### src/rtl/ecc_apb_slave.sv
// ---------------------------------------------------------------------------
// ecc_apb_slave
//
// APB3 responder and register file sitting in front of the ECC accelerator
// core. Holds the operation configuration (CTRL, DATA_IN, CODEWORD_WIDTH,
// NOISE), fires a one-cycle start pulse at the core on every valid CTRL
// write, tracks the operation in flight and captures the core's result
// (DATA_OUT, NUM_OF_ERRORS) when it reports completion.
//
// Register map (byte addresses, compared over the full paddr width):
//   0x00 CTRL           RW  [1:0] 0=encode 1=decode 2=full channel 3=reserved
//   0x04 DATA_IN        RW  [DATA_WIDTH-1:0]
//   0x08 CODEWORD_WIDTH RW  [1:0] 0=8b 1=16b 2=32b
//   0x0C NOISE          RW  [DATA_WIDTH-1:0]
//   0x10 DATA_OUT       RO  last captured core result
//   0x14 NUM_OF_ERRORS  RO  [1:0] last captured error count
//
// Config writes (0x00-0x0C) issued while the core is busy are held off with
// wait states until the core signals done; every other access completes
// with zero wait states.
//
// Build option:
//   ECC_APB_SLVERR_EN  when defined, pslverr flags unmapped addresses,
//                      writes to read-only registers and writes of the
//                      reserved value 3 to CTRL / CODEWORD_WIDTH; such
//                      writes are discarded. When undefined, pslverr is 0
//                      and those writes behave as ordinary writes.
//
// Ports:
//   clk, reset          clock (rising edge) and synchronous active-high reset
//   paddr/psel/penable/pwrite/pwdata   APB request from the bus master
//   prdata/pready/pslverr              APB response (prdata registered)
//   ctrl_o, data_in_o, codeword_width_o, noise_o   configuration to the core
//   start_o             one-cycle start pulse to the core
//   busy_o              core operation in flight
//   core_done_i, core_data_out_i, core_num_err_i   completion from the core
// ---------------------------------------------------------------------------
module ecc_apb_slave #(
    parameter int AMBA_WORD       = 32,
    parameter int AMBA_ADDR_WIDTH = 20,
    parameter int DATA_WIDTH      = 32
) (
    input  logic                       clk,
    input  logic                       reset,
    input  logic [AMBA_ADDR_WIDTH-1:0] paddr,
    input  logic                       psel,
    input  logic                       penable,
    input  logic                       pwrite,
    input  logic [AMBA_WORD-1:0]       pwdata,
    output logic [AMBA_WORD-1:0]       prdata,
    output logic                       pready,
    output logic                       pslverr,
    output logic [1:0]                 ctrl_o,
    output logic [DATA_WIDTH-1:0]      data_in_o,
    output logic [1:0]                 codeword_width_o,
    output logic [DATA_WIDTH-1:0]      noise_o,
    output logic                       start_o,
    input  logic                       core_done_i,
    input  logic [DATA_WIDTH-1:0]      core_data_out_i,
    input  logic [1:0]                 core_num_err_i,
    output logic                       busy_o
);

`ifdef ECC_APB_SLVERR_EN
    localparam bit SLVERR_EN = 1'b1;
`else
    localparam bit SLVERR_EN = 1'b0;
`endif

    localparam logic [AMBA_ADDR_WIDTH-1:0] ADDR_CTRL    = AMBA_ADDR_WIDTH'(32'h00);
    localparam logic [AMBA_ADDR_WIDTH-1:0] ADDR_DATA_IN = AMBA_ADDR_WIDTH'(32'h04);
    localparam logic [AMBA_ADDR_WIDTH-1:0] ADDR_CW      = AMBA_ADDR_WIDTH'(32'h08);
    localparam logic [AMBA_ADDR_WIDTH-1:0] ADDR_NOISE   = AMBA_ADDR_WIDTH'(32'h0C);
    localparam logic [AMBA_ADDR_WIDTH-1:0] ADDR_DOUT    = AMBA_ADDR_WIDTH'(32'h10);
    localparam logic [AMBA_ADDR_WIDTH-1:0] ADDR_NERR    = AMBA_ADDR_WIDTH'(32'h14);

    // APB phase encoding
    localparam logic [1:0] ST_IDLE   = 2'd0;
    localparam logic [1:0] ST_SETUP  = 2'd1;
    localparam logic [1:0] ST_ACCESS = 2'd2;

    // Registers
    logic [1:0]            state_q, state_d;
    logic [1:0]            ctrl_q;
    logic [DATA_WIDTH-1:0] data_in_q;
    logic [1:0]            codeword_width_q;
    logic [DATA_WIDTH-1:0] noise_q;
    logic [DATA_WIDTH-1:0] data_out_q;
    logic [1:0]            num_err_q;
    logic [AMBA_WORD-1:0]  prdata_q, prdata_d;
    logic                  start_q;
    logic                  busy_q;

    // Combinational decode
    logic [1:0] phase;
    logic       in_access;
    logic       sel_ctrl, sel_din, sel_cw, sel_noise, sel_dout, sel_nerr;
    logic       mapped, cfg_addr;
    logic       done_accept, busy_eff;
    logic       err_cond, slv_err, xfer_done, wr_en, ctrl_start;

    // Phase of the current bus cycle. state_q remembers the previous cycle:
    // SETUP, or an ACCESS that was stalled. A completed ACCESS collapses to
    // IDLE so that a lone penable cycle after it is not taken as a new access;
    // back-to-back transfers go ACCESS -> SETUP through the master's own
    // setup cycle.
    always_comb begin
        // NOTE: every always_comb output gets a default first so no path
        // leaves it unassigned, which would infer a latch.
        phase = ST_IDLE;
        if (psel) begin
            if (!penable) begin
                phase = ST_SETUP;
            end else if (state_q == ST_SETUP || state_q == ST_ACCESS) begin
                phase = ST_ACCESS;
            end
        end
    end

    assign in_access = (phase == ST_ACCESS);

    assign sel_ctrl  = (paddr == ADDR_CTRL);
    assign sel_din   = (paddr == ADDR_DATA_IN);
    assign sel_cw    = (paddr == ADDR_CW);
    assign sel_noise = (paddr == ADDR_NOISE);
    assign sel_dout  = (paddr == ADDR_DOUT);
    assign sel_nerr  = (paddr == ADDR_NERR);
    assign cfg_addr  = sel_ctrl | sel_din | sel_cw | sel_noise;
    assign mapped    = cfg_addr | sel_dout | sel_nerr;

    // A done pulse counts only while an operation is in flight and not in
    // the start cycle itself (start wins that collision).
    assign done_accept = core_done_i && busy_q && !start_q;
    // Busy as it will be after this edge's done handling; lets a stalled
    // config write complete in the very cycle the core reports done.
    assign busy_eff    = busy_q && !done_accept;

    assign pready = in_access && !(pwrite && cfg_addr && busy_eff);

    assign err_cond = !mapped
                    || (pwrite && (sel_dout || sel_nerr))
                    || (pwrite && sel_ctrl && (pwdata[1:0] == 2'd3))
                    || (pwrite && sel_cw   && (pwdata[1:0] == 2'd3));
    assign slv_err  = SLVERR_EN && err_cond;

    assign xfer_done  = in_access && pready;
    assign pslverr    = xfer_done && slv_err;
    assign wr_en      = xfer_done && pwrite && !slv_err;
    assign ctrl_start = wr_en && sel_ctrl && (pwdata[1:0] != 2'd3);

    assign state_d = xfer_done ? ST_IDLE : phase;

    always_comb begin
        prdata_d = '0;
        if (sel_ctrl)  prdata_d = AMBA_WORD'(ctrl_q);
        if (sel_din)   prdata_d = AMBA_WORD'(data_in_q);
        if (sel_cw)    prdata_d = AMBA_WORD'(codeword_width_q);
        if (sel_noise) prdata_d = AMBA_WORD'(noise_q);
        if (sel_dout)  prdata_d = AMBA_WORD'(data_out_q);
        if (sel_nerr)  prdata_d = AMBA_WORD'(num_err_q);
    end

    // NOTE: state is updated with non-blocking assignments only, and the
    // reset branch is evaluated on the clock edge (synchronous reset).
    always_ff @(posedge clk) begin
        if (reset) begin
            state_q          <= ST_IDLE;
            ctrl_q           <= '0;
            data_in_q        <= '0;
            codeword_width_q <= '0;
            noise_q          <= '0;
            data_out_q       <= '0;
            num_err_q        <= '0;
            prdata_q         <= '0;
            start_q          <= 1'b0;
            busy_q           <= 1'b0;
        end else begin
            state_q <= state_d;
            start_q <= ctrl_start;

            // A new start sets busy even when a done clears it on this edge.
            if (ctrl_start) begin
                busy_q <= 1'b1;
            end else if (done_accept) begin
                busy_q <= 1'b0;
            end

            if (done_accept) begin
                data_out_q <= core_data_out_i;
                num_err_q  <= core_num_err_i;
            end

            if (wr_en) begin
                if (sel_ctrl)  ctrl_q           <= pwdata[1:0];
                if (sel_din)   data_in_q        <= pwdata[DATA_WIDTH-1:0];
                if (sel_cw)    codeword_width_q <= pwdata[1:0];
                if (sel_noise) noise_q          <= pwdata[DATA_WIDTH-1:0];
            end

            // Read data is captured in the setup phase and held through access.
            if (phase == ST_SETUP && !pwrite) begin
                prdata_q <= prdata_d;
            end
        end
    end

    assign prdata           = prdata_q;
    assign ctrl_o           = ctrl_q;
    assign data_in_o        = data_in_q;
    assign codeword_width_o = codeword_width_q;
    assign noise_o          = noise_q;
    assign start_o          = start_q;
    assign busy_o           = busy_q;

endmodule

### config.mk
export PLATFORM = sky130hd
export DESIGN_NAME = ecc_apb_slave
export DESIGN_NICKNAME = d
export VERILOG_FILES = /design/src/rtl/ecc_apb_slave.sv
export SDC_FILE = /design/constraint.sdc
export NUM_CORES = 1
export LEC_CHECK = 0
export ABC_AREA = 1
export BUFFER_PORTS_ARGS = -buffer_cell sky130_fd_sc_hd__buf_2
export CORE_MARGIN = 2
export CORE_UTILIZATION = 55
export DETAILED_ROUTE_END_ITERATION = 6
export HOLD_SLACK_MARGIN = 0.03
export PLACE_DENSITY = 0.85
export SYNTH_ARGS = -nofsm -noshare
export SYNTH_HDL_FRONTEND = slang
export SYNTH_SLANG_ARGS = --single-unit
### constraint.sdc
create_clock -name clk -period 3.27 [get_ports clk]
set_input_delay 0.4905 -clock clk [delete_from_list [all_inputs] [get_ports clk]]
set_output_delay 0.4905 -clock clk [all_outputs]
set_load 0.01 [all_outputs]
==> results.cfg, run 1 <==
[critical_path]
crit_cells = 9
worstPathMaxFanout = 64
cp.required_ns = 3.67
critPathMostFrequentCell = nor2_1
ff2ff_path_depth = 9
regToRegSetupSlack_ns = 0.92
rr_startpoint = busy_o
slowest_delay_ns = 0.75
crit_type = reg -> reg
critPathCapture = data_in_o[15]
worstPathCellList = nand2_1, nor2_1, inv_2, nand2_1, nor2_1, nand2_4, nand4_4, nor2_1, nor2_1
worst-path-buf-inv = 1
cp.arrival_ns = 2.75
crit_family = simple AND/OR/NAND/NOR gates
cp_slowest_cell = nand4_4
rr_endpoint = data_in_o[15]
critPathLaunch = busy_o
startpoint_type = register
setup.worst_path.end_class = register

[finish]
final_core_utilization_pct = 71.3
nets = 1155
layout.cells.non_filler = 1217
drive_above_1_share_pct = 23.2
area_growth_pct = 26.3
fillCellCount = 956

[drt]
drt_first_pass_iters = 5
remaining_drc_errors = 0
drt-initial-drc-count = 453
wl_per_cell_um = 13.7
routed_wl_um = 16700
drtAntennaViolNets = 0
vias = 6263
viasPerCell = 5.15

[yosys]
syn_nets = 985
synth_area_um2 = 6120
yosys.area.top_type = dfxtp_1
ys_types = 28
synth_seq_area_share_pct = 45.2
synth_top_area_share_pct = 45.2
synthTopCellsByArea = dfxtp_1 45%, nand2_1 14%, nor2_1 9.4%
syn_inst = 893
syn_avg_cell_area_um2 = 6.85
yosysWarnings = 0
ys_ff_latch = 138

[clock_network]
cts_tree = built
cts_max_level = 4
clk_pin_slew_worst_paths_ns = 0.07
cts_num_sinks = 138
clockRootBuffer = clkbuf_8
post_cts_buffers = 0
cts_hold_buffers = 0
ctsLongestPathBuffers = 2
insertion_delay_ns = 0.52
cts.repair.resized = 0
numCtsBuffers = 17

[pwr]
power.net_switching_uw = 829
peakVddDrop_uv = 424
p_leak_nw = 4.01
pwr_density_cell_nw_per_um2 = 506
p_comb_share_pct = 3.7
clockPowerShare_pct = 53.3
p_int_mw = 3.08
p_total_mw = 3.91
pwr-share-seq_pct = 43.0
swShare_pct = 21.2

[run]
drv_cap = 0

[die]
die_w_um = 109
start_util_pct = 56.4
rows = 38
ios = 196
die_area_um2 = 12000
die_h_um = 109
core_um2 = 10800

[grt]
use_met3_pct = 7.65
grt_pass1_wl_um = 26600
gr-usage-met2_pct = 48.2
grt.overflow.total = 0
grt_pass1_vias = 5683
grt_use_total_pct = 28.4
grt_max_degree = 73
met1_usage_pct = 35.4
busiest_layer = met2
antenna_found_initial = 1

[timing]
tightestPinTransition_ns = 1.00
fin_crit_sh_pct = 71.9
holdWs_ns = 0.188
fin_setup_tns_ns = 0
fmax_ghz = 0.426
min_period_ns = 2.35
skew_ns = 0.0152
rsz0062_at_grt = false
hold_viol = 0
drv_slew = 0
slew_headroom_pct = 32.8
setup_violations = 0

[place]
gp_congestion = 0.854
hpwlAfterDp_um = 11000
portBuffers = 194
placed_cells = 1184

[outcome]
status = finished clean

[worst_hold_path]
worstHoldPathType = in -> reg
-- power by group through the flow --
stage               combinational, mW  sequential (mW)  clock [mW]
floorplan                      0.0597             1.72           0
global placement                0.142             1.72           0
detailed placement              0.142             1.72           0
CTS                             0.143             1.68        2.11
global route                    0.160             1.68        2.18
finish                          0.145             1.68        2.08
-- how the worst min path moves through the flow --
stage / startpoint / endpoint / slack, ns / cells after the start
detailed placement: data_out_q[7] / data_out_q[7] / 0.45 / 2
CTS: penable / state_q[0] / 0.16 / 2
floorplan: data_out_q[10] / data_out_q[10] / 0.43 / 2
finish: penable / state_q[0] / 0.19 / 2
global route: penable / state_q[0] / 0.18 / 2
global placement: data_out_q[6] / data_out_q[6] / 0.44 / 2
-- Yosys cell counts --
| cell | count |
|---|---|
| nor2_4 | 1 |
| buf_4 | 9 |
| clkbuf_1 | 31 |
| buf_1 | 4 |
| inv_1 | 124 |
| a21oi_1 | 100 |
| nand3_2 | 3 |
| buf_6 | 4 |
| nand2_1 | 221 |
| nor2_1 | 154 |
| dfxtp_1 | 138 |
| nand3_1 | 9 |
| o221ai_1 | 30 |
| nor3_1 | 4 |
| nand4_4 | 2 |
| nand4_2 | 1 |
| o21ai_0 | 39 |
| o211ai_1 | 1 |
| clkinv_1 | 1 |
| buf_2 | 4 |
| nand4_1 | 3 |
| nor2_2 | 3 |
| conb_1 | 1 |
| xor2_1 | 1 |
| inv_2 | 2 |
| a211oi_1 | 1 |
| nor3_2 | 1 |
| nand2_4 | 1 |
-- layout make-up --
class / instances / area (um^2) / area share [%]
clock inverter: 13 / 215 / 2.78
tap: 140 / 175 / 2.27
inverter: 127 / 477 / 6.17
multi-input combinational: 576 / 2610 / 33.8
sequential: 138 / 2760 / 35.7
clock buffer: 19 / 432 / 5.59
antenna: 1 / 2.50 / 0.0324
timing repair buffer: 203 / 1050 / 13.6
-- kinds of logic (layout without fill, tap and decap cells) --
group	after synthesis	in the layout	synth area share [%]
xor gates and xnor gates	1	1	0.143
other	1	2	0.0613
and+or+nand+nor	403	403	26.6
buffers and inverters	179	362	12.1
AOI/OAI and AO/OA	171	171	15.9
DFF	138	138	45.2
-- cells in the final DEF (no fill, tap or decap), types with 2 or more instances in the layout --
master and n:
a21oi_1 100, o221ai_1 30, nand2_1 221, clkinv_4 4
inv_6 2, nand4_4 2, nand3_2 3, nor2_1 154
dfxtp_1 138, nor2_2 3, bufinv_16 5, buf_4 8
o21ai_0 39, inv_2 4, nand3_1 9, clkbuf_8 2
nor3_1 4, clkbuf_16 16, inv_1 122, nand4_1 3
buf_2 194
-- flip-flops by register name (all words and copies together), names as in the netlist --
name,count
num_err_q,2
data_out_q,32
codeword_width_o,2
start_o,1
noise_o,32
state_q,2
ctrl_o,2
data_in_o,32
prdata,32
busy_o,1
-- metrics by stage --
step           area (um^2)  worst slack [ns]
2_1_floorplan         6120              1.40
3_3_place_gp          7080             0.767
3_5_place_dp          7080             0.687
4_1_cts               7730             0.967
5_1_grt               7730             0.686
6_report              7730             0.920
-- routing by layer --
layer	wire [um]	up-vias
li1	-	3143
met1	6890	2803
met2	8020	300
met3	1600	17
met4	208	0
met5	0	-
No activity file was read; power rests on OpenSTA's default activity.
==> run 2: changes to the inputs <==
--- a/config.mk
+++ b/config.mk
@@ -8,10 +8,10 @@
 export ABC_AREA = 1
 export BUFFER_PORTS_ARGS = -buffer_cell sky130_fd_sc_hd__buf_2
 export CORE_MARGIN = 2
-export CORE_UTILIZATION = 55
+export CORE_UTILIZATION = 51
 export DETAILED_ROUTE_END_ITERATION = 6
 export HOLD_SLACK_MARGIN = 0.03
-export PLACE_DENSITY = 0.85
+export PLACE_DENSITY = 0.8
 export SYNTH_ARGS = -nofsm -noshare
 export SYNTH_HDL_FRONTEND = slang
 export SYNTH_SLANG_ARGS = --single-unit
==> constraint.sdc (replaced) <==
create_clock -name clk -period 2.2 [get_ports clk]
set_input_delay 0.33 -clock clk [delete_from_list [all_inputs] [get_ports clk]]
set_output_delay 0.33 -clock clk [all_outputs]
set_load 0.01 [all_outputs]
==> run 2 against run 1 <==
Net effect: sequential power rose by 49%; sequential cell count did not move; setup slack got worse by 0.67 ns; cell count rose by 0.99%; wire length rose by 5.7%; first-iteration DRC count fell by 0.88%; largest power group unchanged.
==> results.cfg, run 2 (synthesis gave the netlist of run 1 again) <==
[place]
hpwlAfterDp_um = 11800
portBuffers = 194
dp_slack_ns = 0.191
postPlaceCellArea_um2 = 7190
gp_congestion = 0.855
placed_cells = 1198

[grt]
grt_pass1_wl_um = 28000
antenna_found_initial = 1
grt_pass1_vias = 5842
grt_use_total_pct = 27.4
grt.overflow.total = 0
grt_max_degree = 68

[drt]
drt_first_pass_iters = 5
remaining_drc_errors = 0
drt-initial-drc-count = 449
wl_per_cell_um = 14.4
drtAntennaViolNets = 0
vias = 6338
routed_wl_um = 17700
viasPerCell = 5.16

[critical_path]
cp.arrival_ns = 1.62
critPathLaunch = busy_o
ff2ff_path_depth = 9
critPathCapture = pready
startpoint_type = register
rr_startpoint = busy_o
setup.worst_path.end_class = output port
cp.required_ns = 1.87
regToRegSetupSlack_ns = 0.57
rr_endpoint = ctrl_o[0]
worstPathMaxFanout = 6
crit_type = reg -> out

[timing]
rsz0062_at_grt = false
setup_slack_ns = 0.245
tightestPinTransition_ns = 0.571
fin_setup_tns_ns = 0
setup_violations = 0
drv_slew = 0
fin_crit_sh_pct = 88.8
fmax_ghz = 0.512
min_period_ns = 1.95
holdWs_ns = 0.127
hold_viol = 0
slew_headroom_pct = 62.0
skew_ns = 0.00818

[die]
die_area_um2 = 12900
rows = 40
start_util_pct = 51.6
die_h_um = 114
core_um2 = 11900
die_w_um = 114
ios = 196

[pwr]
peakVddDrop_uv = 735
pwr_density_cell_nw_per_um2 = 755
p_total_mw = 5.93
p_leak_nw = 4.07

[worst_hold_path]
whs_path_depth = 2
hp-start = penable
worstHoldPathType = in -> reg

[clock_network]
clk_pin_slew_worst_paths_ns = 0.06
clockRootBuffer = clkbuf_16
cts_tree = built
cts.repair.resized = 0
cts_max_level = 4
post_cts_buffers = 0
numCtsBuffers = 17
cts_num_sinks = 138
ctsLongestPathBuffers = 2
insertion_delay_ns = 0.42
cts_hold_buffers = 0

[finish]
design_area_um2 = 7860
final_core_utilization_pct = 66.2
area_growth_pct = 28.4
layout.cells.non_filler = 1229
n_antenna_cell = 0
nets = 1162
layout_commonest_cell = nand2_1
final_cell_mix = 221 x nand2_1, 194 x buf_2, 154 x nor2_1
fillCellCount = 1035
drive_above_1_share_pct = 23.7

[run]
drv_cap = 0

[outcome]
status = finished clean
-- run 2: cell types whose count changed in the layout (fill, tap and decap cells not counted) --
cell and change:
buf_12 +4, buf_4 +3, clkinv_4 -3, clkinvlp_4 +2, inv_6 -2, bufinv_16 +1
clkbuf_16 +1, clkbuf_8 -1, clkinv_2 +1, diode_2 -1
-- run 2: area by class of cell --
class                   instances  area (um^2)  area share [%]
clock buffers                  19          443            5.64
clock inverters                12          221            2.82
inverters                     127          477            6.07
multi-input cells             576         2610            33.3
flip-flops and latches        138         2760            35.2
well taps                     147          184            2.34
repair buffers                210         1150            14.7
-- run 2: where the power goes --
group          switching (mW)  total [mW]  internal, mW  leakage [nW]
logic                   0.133       0.217        0.0843          2.64
registers            0.000708        2.50          2.50          1.11
clock network            1.06        3.21          2.15         0.315
total                    1.20        5.93          4.73          4.07
-- run 2: worst max-delay path, stage by stage (launching register included) --
cell,delay (ns)
dfxtp_1,0.38
nand2_1,0.07
nor2_1,0.16
inv_2,0.05
nand2_1,0.09
nor2_1,0.08
nand2_4,0.12
nand2_1,0.08
inv_1,0.05
buf_2,0.12
-- run 2: worst min path at each step --
stage / slack [ns] / to
final: 0.13 / state_q[0]
after global routing: 0.12 / state_q[0]
after global placement: 0.44 / data_out_q[0]
after detailed placement: 0.45 / data_out_q[7]
after floorplan: 0.41 / state_q[0]
after CTS: 0.11 / state_q[0]
-- run 2: routing by layer --
| metal | wire [um] | up-vias | global-route usage, % |
|---|---|---|---|
| met5 | 12 | - | 0 |
| met4 | 391 | 2 | 9.92 |
| met3 | 1620 | 34 | 9.09 |
| met2 | 8290 | 300 | 45.3 |
| met1 | 7350 | 2851 | 33.6 |
| li1 | - | 3151 | - |
